<file path="src/rtl/sc_lifo_burst_reader_if.sv">
// Bus bundle between the burst reader, its command source, the LIFO read port
// and the downstream word stream. The master view is the reader itself.
interface sc_lifo_burst_reader_if #(
  parameter int data_width = 32,
  parameter int lifo_depth = 12
);
  logic                  cmd_valid;
  logic                  cmd_ready;
  logic [lifo_depth:0]   cmd_len;
  logic                  lifo_rd;
  logic [data_width-1:0] lifo_data;
  logic                  lifo_empty;
  logic                  m_valid;
  logic                  m_ready;
  logic [data_width-1:0] m_data;
  logic                  m_last;

  modport master (
    input  cmd_valid, cmd_len, lifo_data, lifo_empty, m_ready,
    output cmd_ready, lifo_rd, m_valid, m_data, m_last
  );

  modport slave (
    output cmd_valid, cmd_len, lifo_data, lifo_empty, m_ready,
    input  cmd_ready, lifo_rd, m_valid, m_data, m_last
  );
endinterface

</file>
<file path="src/rtl/sc_lifo_burst_reader.sv">
// Pops a commanded number of words from a 1-cycle-latency LIFO and replays
// them as a valid/ready stream with a last marker, through a 2-entry skid.
module sc_lifo_burst_reader #(
  parameter int data_width = 32,
  parameter int lifo_depth = 12
) (
  input  logic                   clk,
  input  logic                   reset,
  sc_lifo_burst_reader_if.master bus,
  output logic                   busy,
  output logic                   done
);
  localparam int LW = lifo_depth + 1;
  localparam logic [LW-1:0] ONE = LW'(1);

  typedef enum logic [1:0] {IDLE, RUN, DRAIN} state_e;

  state_e                         state_q, state_d;
  logic [LW-1:0]                  rd_left_q, rd_left_d;
  logic [LW-1:0]                  out_left_q, out_left_d;
  logic [1:0][data_width-1:0]     skid_q, skid_d;
  logic [1:0]                     cnt_q, cnt_d;
  logic                           inflight_q, inflight_d;
  logic                           done_q, done_d;
  logic                           rd, pop, m_valid;

  // Reads only from registered state: the occupancy bound counts the word
  // still in flight so the skid can never overflow, whatever m_ready does.
  assign rd = (state_q == RUN) && (rd_left_q != '0) && !bus.lifo_empty &&
              ((cnt_q + {1'b0, inflight_q}) < 2'd2);
  assign m_valid = (cnt_q != 2'd0);
  assign pop     = m_valid && bus.m_ready;

  assign bus.cmd_ready = (state_q == IDLE);
  assign bus.lifo_rd   = rd;
  assign bus.m_valid   = m_valid;
  assign bus.m_data    = skid_q[0];
  assign bus.m_last    = m_valid && (out_left_q == ONE);
  assign busy          = (state_q != IDLE);
  assign done          = done_q;

  // Skid: entry 0 is the head; a write lands behind whatever survives the pop.
  always_comb begin
    skid_d     = skid_q;
    cnt_d      = cnt_q;
    inflight_d = rd;
    case ({inflight_q, pop})
      2'b10: begin
        skid_d[cnt_q[0]] = bus.lifo_data;
        cnt_d            = cnt_q + 2'd1;
      end
      2'b01: begin
        skid_d[0] = skid_q[1];
        cnt_d     = cnt_q - 2'd1;
      end
      2'b11: begin
        if (cnt_q == 2'd1) begin
          skid_d[0] = bus.lifo_data;
        end else begin
          skid_d[0] = skid_q[1];
          skid_d[1] = bus.lifo_data;
        end
      end
      default: ;
    endcase
  end

  always_comb begin
    state_d    = state_q;
    rd_left_d  = rd_left_q;
    out_left_d = out_left_q;
    done_d     = 1'b0;
    if (rd)  rd_left_d  = rd_left_q - ONE;
    if (pop) out_left_d = out_left_q - ONE;
    case (state_q)
      IDLE: begin
        if (bus.cmd_valid) begin
          if (bus.cmd_len == '0) begin
            done_d = 1'b1;
          end else begin
            rd_left_d  = bus.cmd_len;
            out_left_d = bus.cmd_len;
            state_d    = RUN;
          end
        end
      end
      RUN: begin
        if (rd && (rd_left_q == ONE)) state_d = DRAIN;
      end
      DRAIN: begin
        if (pop && (out_left_q == ONE)) begin
          state_d = IDLE;
          done_d  = 1'b1;
        end
      end
      default: state_d = IDLE;
    endcase
  end

  always_ff @(posedge clk) begin
    if (reset) begin
      state_q    <= IDLE;
      rd_left_q  <= '0;
      out_left_q <= '0;
      skid_q     <= '0;
      cnt_q      <= 2'd0;
      inflight_q <= 1'b0;
      done_q     <= 1'b0;
    end else begin
      state_q    <= state_d;
      rd_left_q  <= rd_left_d;
      out_left_q <= out_left_d;
      skid_q     <= skid_d;
      cnt_q      <= cnt_d;
      inflight_q <= inflight_d;
      done_q     <= done_d;
    end
  end
endmodule

</file>
<file path="src/flat_wrapper.sv">
// flat-port wrapper written by rule: the top's interface ports become plain ports
module sc_lifo_burst_reader_flat 
#(
  parameter int data_width = 32,
  parameter int lifo_depth = 12
)
  (clk, reset, busy, done, bus_cmd_valid, bus_cmd_len, bus_lifo_data, bus_lifo_empty, bus_m_ready, bus_cmd_ready, bus_lifo_rd, bus_m_valid, bus_m_data, bus_m_last);
  sc_lifo_burst_reader_if #(.data_width(data_width), .lifo_depth(lifo_depth)) bus_i ();
  input  logic clk;
  input  logic reset;
  output logic busy;
  output logic done;
  input wire logic [$bits(bus_i.cmd_valid)-1:0] bus_cmd_valid;
  input wire logic [$bits(bus_i.cmd_len)-1:0] bus_cmd_len;
  input wire logic [$bits(bus_i.lifo_data)-1:0] bus_lifo_data;
  input wire logic [$bits(bus_i.lifo_empty)-1:0] bus_lifo_empty;
  input wire logic [$bits(bus_i.m_ready)-1:0] bus_m_ready;
  output wire logic [$bits(bus_i.cmd_ready)-1:0] bus_cmd_ready;
  output wire logic [$bits(bus_i.lifo_rd)-1:0] bus_lifo_rd;
  output wire logic [$bits(bus_i.m_valid)-1:0] bus_m_valid;
  output wire logic [$bits(bus_i.m_data)-1:0] bus_m_data;
  output wire logic [$bits(bus_i.m_last)-1:0] bus_m_last;
  assign bus_i.cmd_valid = bus_cmd_valid;
  assign bus_i.cmd_len = bus_cmd_len;
  assign bus_i.lifo_data = bus_lifo_data;
  assign bus_i.lifo_empty = bus_lifo_empty;
  assign bus_i.m_ready = bus_m_ready;
  assign bus_cmd_ready = bus_i.cmd_ready;
  assign bus_lifo_rd = bus_i.lifo_rd;
  assign bus_m_valid = bus_i.m_valid;
  assign bus_m_data = bus_i.m_data;
  assign bus_m_last = bus_i.m_last;
  sc_lifo_burst_reader #(.data_width(data_width), .lifo_depth(lifo_depth)) u_core (.clk(clk), .reset(reset), .bus(bus_i), .busy(busy), .done(done));
endmodule
</file>
<file path="config.mk">
export PLATFORM = sky130hd
export DESIGN_NAME = sc_lifo_burst_reader_flat
export DESIGN_NICKNAME = d
export VERILOG_FILES = /design/src/rtl/sc_lifo_burst_reader_if.sv /design/src/rtl/sc_lifo_burst_reader.sv /design/src/flat_wrapper.sv
export SDC_FILE = /design/constraint.sdc
export NUM_CORES = 1
export LEC_CHECK = 0
export BUFFER_PORTS_ARGS = -buffer_cell sky130_fd_sc_hd__buf_2
export CAP_MARGIN = 40
export CORE_MARGIN = 4
export CORE_UTILIZATION = 30
export CTS_CLUSTER_DIAMETER = 50
export DETAILED_ROUTE_END_ITERATION = 8
export PLACE_DENSITY = 0.6
export SLEW_MARGIN = 20
export SYNTH_ARGS = -nofsm -noshare
export SYNTH_HDL_FRONTEND = slang
export SYNTH_SLANG_ARGS = --single-unit
</file>
<file path="constraint.sdc">
create_clock -name clk -period 3.6 [get_ports clk]
set_input_delay 0.72 -clock clk [delete_from_list [all_inputs] [get_ports clk]]
set_output_delay 0.72 -clock clk [all_outputs]
set_load 0.05 [all_outputs]
</file>
# ---- After elaboration in Yosys (flattened, before gate mapping)
# Cells that the tools add are included.
dict set report word_totals {
  regBits 96
  in_bits 50
  out_inout_bits 38
  elab_cells 73
}
dict set report classes {
  add_sub_neg 5
  n_lt_le_gt_ge 3
  eq_ne 13
  n_mux 25
  reduce_logical 19
}
# op count
set ops {}
lappend ops {{13-bit 2-to-1 mux} 8}
lappend ops {{32-bit 2-to-1 mux} 3}
lappend ops {{32-bit one-hot mux with 3 select lines} 1}
lappend ops {{64-bit bitwise mux} 1}
lappend ops {{32-bit one-hot mux with 2 select lines} 1}
lappend ops {{32-bit demux with 1-bit select} 1}
lappend ops {{13-bit by 1-bit == test with 1-bit output, second input constant} 2}
lappend ops {{13-bit by 1-bit subtractor with 13-bit output, second input constant} 2}
lappend ops {{13-bit logical NOT} 1}
lappend ops {{13-bit nonzero test} 1}
lappend ops {{1-bit logical AND} 8}
lappend ops {{2-bit 2-to-1 mux} 4}
lappend ops {{2-bit != test, second input constant} 4}
lappend ops {{2-bit nonzero test} 4}
lappend ops {{2-bit by 1-bit == test with 1-bit output, second input constant} 3}
lappend ops {{2-bit == test, second input constant} 3}
lappend ops {{2-bit one-hot mux with 3 select lines} 1}
lappend ops {{2-bit one-hot mux with 2 select lines} 1}
lappend ops {{4-bit AND reduction} 1}
lappend ops {{1-bit 2-to-1 mux} 3}
lappend ops {{3-bit nonzero test} 1}
lappend ops {{2-bit by 1-bit adder with 2-bit output} 1}
lappend ops {{2-bit by 1-bit adder with 2-bit output, second input constant} 1}
lappend ops {{2-bit logical NOT} 1}
lappend ops {{other kinds (8)} 8}

# ---- Longest topological paths before layout
dict set report depth {
  word_depth 8
  depth_mapped 12
  depth_no_buf 9
}

# ---- Worst setup path before layout
# No wires, ideal clock.
dict set report synth_timing {
  path_type {register to output}
  from {reg u_core.rd_left_q[0]}
  to {out bus_lifo_rd}
  t_arrival_ns 1.623
  required_time_ns 2.880
  path_slack_ns 1.257
  stages_incl_launch_ff 7
  path_buffers 1
  path_cell_list {dfxtp_1 > inv_1 > ha_1 > or3b_1 > clkbuf_1 > nor4b_4 > nor2_4}
}
dict set report synth_via {
  elab_chain_cells 4
}
# element line_no
set synth_rtl {}
lappend synth_rtl {{start, declared} sc_lifo_burst_reader.sv:19} ;# logic [LW-1:0] rd_left_q, rd_left_d;
lappend synth_rtl {{start signal, assigned} sc_lifo_burst_reader.sv:111} ;# rd_left_q <= rd_left_d;
lappend synth_rtl {{13-bit nonzero test} sc_lifo_burst_reader.sv:29} ;# assign rd = (state_q == RUN) && (rd_left_q != '0) && !bus.lifo_empty &&
lappend synth_rtl {{1-bit logical AND (3 in series)} sc_lifo_burst_reader.sv:29}
lappend synth_rtl {{end, declared} flat_wrapper.sv:19} ;# output wire logic [$bits(bus_i.lifo_rd)-1:0] bus_lifo_rd;
# Every way passes these cells.

# ---- Final worst setup path
dict set report layout_timing {
  from {reg u_core.rd_left_q[1]}
  to {out bus_lifo_rd}
}
# The elaborated chain is that of the path after synthesis.

==> impl_metrics.csv <==
group,metric,value,unit
run_status,outcome,"completed",
cells_and_area,antennaDiodeCount,0,
clock_network,clk_pin_slew,70,ps
clock_network,ctsResizeCount,0,
synth,syn_area,4480,sq um
global_route,grt_pass1_wl,17100,um
timing,skew,6.39,ps
timing,tightest_slew,743,ps
synth,yosysUniqueCellTypes,52,
critical_path,worstSetupPathType,"reg2out",
global_route,grt_antenna_before_repair,0,
drt,ant_nets,0,
place,port_buffers,87,
timing,slew_headroom,50.5,%
synth,ys_warn_count,0,
clock_network,numCtsBuffers,9,
drt,drc_errors,0,
clock_network,cts.sinks,96,
drt,wl_per_cell,14.0,um
timing,fin_crit,3060,ps
clock_network,root_buffer,"clkbuf_16",
synth,synth-seq-cells,96,
place,preCtsSetupSlack,793,ps
floorplan,initial_core_util,30.7,%
synth,synth_nets,584,
pwr,ir_drop,281,uV
timing,tns,0,ps
clock_network,htree_levels,3,
synth,async_reset_ff_share,0,%
critical_path,crit_start,"u_core.rd_left_q[1]$_SDFF_PP0_",
synth,ys.flop_type,"dfxtp_1",
timing,finalSetupViolCount,0,
clock_network,cts_tree,"yes",
global_route,grt_pass1_vias,3505,
timing,fmax,0.327,GHz
drt,drt_iter0_drc,272,
clock_network,clk_latency,350,ps
synth,synth-edff-count,0,
min_path,worstHoldStart,"u_core.skid_q[41]$_SDFFE_PP0P_",
drt,routed_via_density,5.01,
cells_and_area,drive_gt1_share,22.0,%
synth,synth_seq_area_share,42.9,%
drt,dr.pass1.iters,4,
timing,rsz0062_at_grt,"no",
drt,routed_wl,10500,um
pwr,p_per_area,795,nW/um^2
place,gp_congestion,0.815,
cells_and_area,syn_to_final_growth,15.0,%
global_route,grt_usage,12.7,%
critical_path,crit_arrival,2340,ps
run,maxCapViolCount,0,
critical_path,required,2880,ps
floorplan,rows,44,
floorplan,dieArea,17000,sq um
critical_path,start_kind,"flop",
clock_network,clock_path_buffers,2,
drt,vias,3764,
cells_and_area,n_fill_cell,1476,
clock_network,post_cts_buffers,0,
global_route,grt_overflow,0,
critical_path,path_max_fanout,6,
pwr,p_leak,1.91,nW
clock_network,cts_hold_buf,0,
timing,finalHoldViolCount,0,
floorplan,boundaryPins,88,
floorplan,fp.dieH,130,um
place,dp_hpwl,7830,um
min_path,hp-class,"reg2reg",
cells_and_area,nNetsFinal,623,
synth,synthCells,524,
synth,syn_area_per_cell,8.55,sq um
global_route,grt_max_degree,74,
critical_path,end_kind,"primary output",
floorplan,dieWidth,130,um
timing,min_period_over_period,85.0,%
timing,setup_slack,541,ps
timing,slew_viol_final,0,
critical_path,rr_startpoint,"u_core.cnt_q[0]$_SDFFE_PP0P_",
floorplan,core-area,14600,sq um
[where the power goes]
group / switching (mW) / leakage [nW] / internal (mW) / total [mW]
Clock: 0.415 / 0.132 / 0.492 / 0.907
Sequential: 0.132 / 0.784 / 1.27 / 1.40
Combinational: 1.23 / 0.988 / 0.556 / 1.79
[Yosys cell counts (all sizes together) (5+ instances only)]
cell type	number	area share, %
nor3	12	1.5
nand3b	5	0.84
clkbuf	29	2.4
inv	11	0.92
nor4	9	1.5
o21bai	11	1.8
a21oi	54	6.0
ha	10	2.8
nor2	46	4.1
buf	37	5.8
nand2	72	6.0
xnor2	17	3.3
dfxtp	96	43
a22oi	32	5.4
a211oi	37	6.2
[worst paths after layout]
| check | to | slack (ps) | cells past startpoint |
|---|---|---|---|
| setup / recovery | bus_lifo_rd | 540 | 6 |
| hold / removal | u_core.skid_q[41]$_SDFFE_PP0P_ | 450 | 2 |
| setup reg to reg | u_core.bus.m_data[27]$_SDFFE_PP0P_ | 850 | 9 |
| hold reg to reg | u_core.skid_q[41]$_SDFFE_PP0P_ | 450 | 2 |
[worst max-delay path, stage by stage, from the launching register on]
cell	delay, ps
dfxtp_1	340
inv_1	80
ha_1	220
or3b_1	490
nor4b_4	510
nor2_4	100
buf_2	240
[per-stage QoR]
step	total power, mW	hold WS (ps)	area [sq um]	cells	utilization [%]
2_1_floorplan	2.98	432	4480	524	-
3_3_place_gp	3.16	437	4860	735	33.3
3_5_place_dp	3.23	445	4870	736	33.4
4_1_cts	4.15	453	5150	752	35.3
5_1_grt	4.34	469	5150	752	35.3
6_report	4.10	453	5150	752	35.3
[state kept, by name, summed over array words and instances (netlist names)]
name and count:
u_core.bus.m_data 32, u_core.cnt_q 2, u_core.done 1, u_core.inflight_q 1
u_core.out_left_q 13, u_core.rd_left_q 13, u_core.skid_q 32, u_core.state_q 2
[cell type report]
class | instances | area (sq um) | area share, %
Tap cell | 184 | 230 | 4.47
Sequential cell | 96 | 1920 | 37.3
Clock buffer | 11 | 243 | 4.71
Timing Repair Buffer | 94 | 520 | 10.1
Multi-Input combinational cell | 351 | 2160 | 41.8
Inverter | 11 | 41.3 | 0.801
Clock inverter | 5 | 41.3 | 0.801
[layout by cell type, fill, tap and decap left out, types with 2 or more instances in the layout]
master      instances
a22oi_1            32
nor3_1             11
or3_1               2
nor4_2              2
o211ai_1            2
clkbuf_16           9
nand2_1            72
o31ai_1             2
buf_2              87
ha_1               10
xor2_1              3
xnor2_1            17
clkinvlp_4          2
buf_12              2
nor4_1              7
clkinv_4            2
nand3_1             2
a21oi_1            54
o21bai_1           11
nor4b_1             2
nor3b_1             2
inv_1              10
nand2b_1            2
a31oi_1             2
and3_1              3
buf_4               4
o41ai_1             2
nand3b_1            5
nor2_4              2
or4_4               3
nor2_1             43
a211oi_1           37
dfxtp_1            96
nand4b_1            2
[metal layers]
layer  up-vias  track usage (%)  routed length (um)
li1       1910                -                   -
met1      1764             15.8                4750
met2        73             20.9                5040
met3        17             2.87                 497
met4         0             5.75                 265
met5         -                0                   0
[kinds of logic (layout without fill, tap and decap cells)]
family,count (synthesis),count (layout),synth area share (%)
AND/OR/NAND/NOR,173,173,19.4
AO/OA/AOI/OAI,148,148,21.8
flip-flops,96,96,42.9
buffers and inverters,77,121,9.16
XOR/XNOR,20,20,3.91
adder cells (fa/ha/maj),10,10,2.79
Power figures use the tool's default switching activity.
